$ cat src/rtl/quad_step_decoder.sv
// Quadrature step decoder: synchronises and glitch-filters {qa,qb}, then
// turns each accepted Gray-code transition into a one-cycle step pulse with
// a direction bit. Both-bit jumps raise err and bump a saturating counter.
//
// Output qualification: step_dir is only meaningful while step_en is high.
// It keeps its last value between pulses. step_en and err are one-cycle
// strobes with no back-pressure; the downstream counter must take them on
// the cycle they are high.
module quad_step_decoder #(
  parameter int FILT_LEN = 4,
  parameter bit REV      = 1'b0
) (
  input  logic       clk,
  input  logic       rst,
  input  logic       qa,
  input  logic       qb,
  input  logic       en,
  input  logic       clr_err,
  output logic       step_en,
  output logic       step_dir,
  output logic       err,
  output logic [3:0] err_cnt,
  output logic       tracking
);

  localparam logic [3:0] FILT_LEN_C = 4'(FILT_LEN);

  typedef enum logic {ST_INIT, ST_TRACK} state_t;

  state_t      state_q, state_d;
  logic [1:0]  s1, s2;
  logic [1:0]  filt, cand, cand_d;
  logic [3:0]  hold_cnt, hold_d;
  logic [1:0]  warm;
  logic        accept;
  logic [1:0]  gray_diff;
  logic        step_d, dir_d, err_d;
  logic [3:0]  cnt_d;

  // Gray position of a quadrature pair: 00->0, 01->1, 11->2, 10->3.
  function automatic logic [1:0] gray_idx(input logic [1:0] v);
    return {v[1], v[1] ^ v[0]};
  endfunction

  // Two-flop synchroniser plus a short warm-up count so INIT never
  // trusts the pre-reset contents of the synchroniser.
  always_ff @(posedge clk or negedge rst) begin
    if (!rst) begin
      s1   <= 2'b00;
      s2   <= 2'b00;
      warm <= 2'd0;
    end else begin
      s1 <= {qa, qb};
      s2 <= s1;
      if (warm != 2'd2) warm <= warm + 2'd1;
    end
  end

  // Hold filter: a new value must persist FILT_LEN edges before acceptance.
  always_comb begin
    accept = 1'b0;
    hold_d = hold_cnt;
    cand_d = cand;
    if (s2 == filt) begin
      hold_d = 4'd0;
    end else if (hold_cnt != 4'd0 && s2 == cand) begin
      if (hold_cnt + 4'd1 == FILT_LEN_C) begin
        accept = 1'b1;
        hold_d = 4'd0;
      end else begin
        hold_d = hold_cnt + 4'd1;
      end
    end else begin
      cand_d = s2;
      if (FILT_LEN_C == 4'd1) begin
        accept = 1'b1;
        hold_d = 4'd0;
      end else begin
        hold_d = 4'd1;
      end
    end
  end

  // Filter state: filt follows every accepted value, in every FSM state.
  always_ff @(posedge clk or negedge rst) begin
    if (!rst) begin
      filt     <= 2'b00;
      cand     <= 2'b00;
      hold_cnt <= 4'd0;
    end else begin
      cand     <= cand_d;
      hold_cnt <= hold_d;
      if (accept) filt <= s2;
    end
  end

  assign gray_diff = gray_idx(s2) - gray_idx(filt);

  // Next state and registered-output values; INIT learns the level silently.
  always_comb begin
    state_d = state_q;
    step_d  = 1'b0;
    err_d   = 1'b0;
    dir_d   = step_dir;
    cnt_d   = err_cnt;
    case (state_q)
      ST_INIT: begin
        if (accept || (warm == 2'd2 && s2 == filt && hold_cnt == 4'd0)) begin
          state_d = ST_TRACK;
        end
      end
      ST_TRACK: begin
        if (accept && en) begin
          case (gray_diff)
            2'd1: begin
              step_d = 1'b1;
              dir_d  = ~REV;
            end
            2'd3: begin
              step_d = 1'b1;
              dir_d  = REV;
            end
            2'd2:    err_d = 1'b1;
            default: err_d = 1'b0;
          endcase
        end
      end
      default: state_d = ST_INIT;
    endcase
    if (clr_err) begin
      cnt_d = 4'd0;
    end else if (err_d && err_cnt != 4'd15) begin
      cnt_d = err_cnt + 4'd1;
    end
  end

  // FSM state and output registers.
  always_ff @(posedge clk or negedge rst) begin
    if (!rst) begin
      state_q  <= ST_INIT;
      step_en  <= 1'b0;
      step_dir <= 1'b1;
      err      <= 1'b0;
      err_cnt  <= 4'd0;
    end else begin
      state_q  <= state_d;
      step_en  <= step_d;
      step_dir <= dir_d;
      err      <= err_d;
      err_cnt  <= cnt_d;
    end
  end

  assign tracking = (state_q == ST_TRACK);

endmodule

$ cat config.mk
export PLATFORM = sky130hd
export DESIGN_NAME = quad_step_decoder
export DESIGN_NICKNAME = d
export VERILOG_FILES = /design/src/rtl/quad_step_decoder.sv
export SDC_FILE = /design/constraint.sdc
export NUM_CORES = 1
export LEC_CHECK = 0
export ABC_AREA = 0
export BUFFER_PORTS_ARGS = -buffer_cell sky130_fd_sc_hd__buf_2
export CORE_ASPECT_RATIO = 1.1
export CORE_MARGIN = 10
export CORE_UTILIZATION = 35
export DETAILED_ROUTE_END_ITERATION = 12
export GPL_TIMING_DRIVEN = 1
export REMOVE_ABC_BUFFERS = 1
export SLEW_MARGIN = 20
export SYNTH_ARGS = -nofsm -noshare
export SYNTH_HDL_FRONTEND = slang
export SYNTH_SLANG_ARGS = --single-unit
$ cat constraint.sdc
create_clock -name clk -period 5.56 [get_ports clk]
set_input_delay 0.556 -clock clk [delete_from_list [all_inputs] [get_ports clk]]
set_output_delay 0.556 -clock clk [all_outputs]
set_load 0.05 [all_outputs]
==> results.md <==
* Nets at 123
* Maximum vdd drop at 0.175 mV
* Slew HR at 64.7%
* Clock Path Buffers at 2
* RePlAce Congestion at 0.737
* TritonRoute pass-1 iters at 3
* Worst-Skew Late Latency at 300 ps
* Launch point of the worst path: hold_cnt[0]
* Leak Pwr at 0.000595 µW
* Final antenna-violating net count at 0
* Slew @ Worst Pin at 528 ps
* Post-synth top area share at 49.5%
* Clk slew on worst S/H paths at 120 ps
* Port Buf Inserts at 13
* Row Count at 20
* Netlist cell types at 31
* FILL cells at 274
* Pins Over Slew Limit at 0
* Area after DPL at 1160 µm²
* Initial antenna violation count at 0
* Largest net degree at the start of global routing at 23
* H-tree level count at 1
* Cell taking the most area after synthesis: dfrtp_1
* Synthesis-to-finish area growth at 13.0%
* Cell with the most instances after synthesis: dfrtp_1
* Share of cells above drive strength 1 at 23.6%
* Grt ovf at 0
* Clock skew at 6.95 ps
* CTS resizes at 0
* EDFF count, synth at 0
* CP Data Arrival Time at 2540 ps
* CP Launch Type: flop
* Outcome: finished clean
* CP Max Fanout at 8
* # diodes at 0
* Design area at 1200 µm²
* Delay-heaviest family, CP: simple AND/OR/NAND/NOR gates
* Reg2reg start: hold_cnt[0]
* Fin crit share at 41.3%
* Core area at 2830 µm²
* NetSw at 73.4 µW
* Worst hold-check path type: in2async
* Synth top cells by count: 21 x dfrtp_1, 10 x nand2_1, 7 x nor2_1, 6 x ha_1, 6 x inv_1
* Crit-path cells: inv_1, ha_1, or3b_2, o2111ai_2, or4_4, or3_1, a21oi_1
* Vias in the first global route at 699
* CP required at 5800 ps
* Buf/Inv on CP at 1
* Syn Inst Count at 94
* Post-synthesis sequential area ratio at 52.0%
* Cell Pwr Density at 245 nW/µm²
* I/O pin count at 14
* DRC Markers at 0
* Routed met2 length at 810 µm
* Num CTS Buffers at 3
* Ys Warns at 0
* Final hold violation count at 0
* Chip Width at 72.5 µm
* Yosys reg bits at 22
* Largest cells by area after synthesis: dfrtp_1 50%, ha_1 7.1%, xnor2_1 4.1%, xor2_1 4.1%, nand2_1 3.5%
* Routed len/inst at 12.6 µm
* Clock Power Share at 29.1%
* Syn avg cell area at 11.3 µm²
* Met3 wire length at 105 µm
* Slowest CP cell: or4_4
* Sequential Power Share at 58.7%
* Fmax at 435 MHz
* Post-DR vias/cell at 4.86
* Max cap viols at 0
* Pint at 220 µW
* Vias at 695
* Iteration-0 DRC count of the detailed router at 24
* CP Class: reg2reg
* Setup TNS Final at 0 ps
* Metal1 wirelength at 864 µm
* RSZ-0062 raised after global routing: no
* First-pass GRT wire length at 3150 µm
* Period minus WS final at 2300 ps
* Post-synth ARST share at 100%
* Mapped cell area at 1060 µm²
* Die Y at 77.7 µm
* Die ar. at 5640 µm²
* Crit end category: flop
* Starting Density at 37.5%
* Worst path max stage delay at 610 ps
* Setup bufs post-CTS at 0
* Post-CTS Hold Buffers at 0
* Final setup fails at 0
* TritonCTS clock tree: done
* Combinational Power Share at 12.1%
* Most used DFF post-synth: dfrtp_1
* Final wirelength at 1800 µm
* Gr usage total at 6.81%
* Clk Tree Root Cell: clkbuf_4
* Sw frac at 25.0%
* Top Metal Used: met4
* Clock sink count at 22
[cell usage in the layout, fill, tap and decap left out, drive strengths merged, types with 3 or more instances in the layout]
| master | instances |
|---|---|
| nand2 | 10 |
| dfrtp | 21 |
| inv | 6 |
| ha | 6 |
| clkbuf | 4 |
| buf | 13 |
| xnor2 | 5 |
| xor2 | 5 |
| nor2 | 7 |
| nand3 | 5 |
| nor4 | 3 |
[routing by layer]
| metal | global-route usage (%) | up-vias |
|---|---|---|
| met1 | 8.12 | 326 |
| met2 | 10.5 | 13 |
| li1 | - | 354 |
| met3 | 3.56 | 2 |
| met4 | 1.71 | 0 |
| met5 | 0 | - |
[state kept, by name, indices dropped and copies added (netlist names)]
| signal | count |
|---|---|
| tracking | 1 |
| err | 1 |
| cand | 2 |
| filt | 2 |
| warm | 2 |
| hold_cnt | 4 |
| s2 | 2 |
| step_en | 1 |
| err_cnt | 4 |
| s1 | 2 |
| step_dir | 1 |
[worst reg2reg max path: stages, from the launching register on]
cell,delay (ps)
dfrtp_1,450
inv_1,80
ha_1,190
or3b_2,210
o2111ai_2,230
or4_4,610
or3_1,320
a21oi_1,140
[logic make-up (layout without fill, tap and decap cells)]
logic type / count (synthesis) / after routing / synth area share (%)
simple gates: 35 / 35 / 17.6
flops: 22 / 22 / 52.0
xor+xnor: 11 / 11 / 10.5
compound gates: 10 / 10 / 7.19
buf+inv: 7 / 23 / 2.59
fa+ha+maj: 6 / 6 / 7.08
mux: 3 / 3 / 3.07
[per-stage QoR]
stage / power, µW / util (%) / worst slack (ps) / hold slack [ps] / cells
global placement: 211 / 41.1 / 3340 / 334 / 139
global route: 310 / 42.4 / 3110 / 206 / 143
CTS: 299 / 42.4 / 3260 / 201 / 143
floorplan: 200 / - / 3430 / 260 / 93
detailed placement: 212 / 41.1 / 3290 / 339 / 139
finish: 293 / 42.4 / 3260 / 189 / 143
[power by group through the flow]
stage | Combinational [µW] | Clock, µW | Sequential (µW)
floorplan | 23.5 | 0 | 176
global placement | 35.6 | 0 | 175
detailed placement | 36.2 | 0 | 176
CTS | 36.4 | 90.1 | 173
global route | 40.9 | 95.8 | 173
finish | 35.6 | 85.5 | 172
[path summary, 6_finish.rpt]
check | to | slack (ps) | cells after the start
min | hold_cnt[0] | 190 | 1
max reg2reg | err_cnt[3] | 3260 | 7
max | err_cnt[3] | 3260 | 7
max in group asynchronous | step_dir | 5020 | 1
min in group clk | s1[0] | 350 | 1
min reg2reg | s2[1] | 360 | 0
[cell type report]
| type | count | area, µm² | share of cell area [%] |
|---|---|---|---|
| clock buffers | 4 | 36.3 | 3.03 |
| inverters | 6 | 22.5 | 1.88 |
| multi-input cells | 65 | 482 | 40.2 |
| flip-flops and latches | 22 | 552 | 46.0 |
| well taps | 33 | 41.3 | 3.44 |
| repair buffers | 13 | 65.1 | 5.43 |
(Power assumes the default switching activity.)
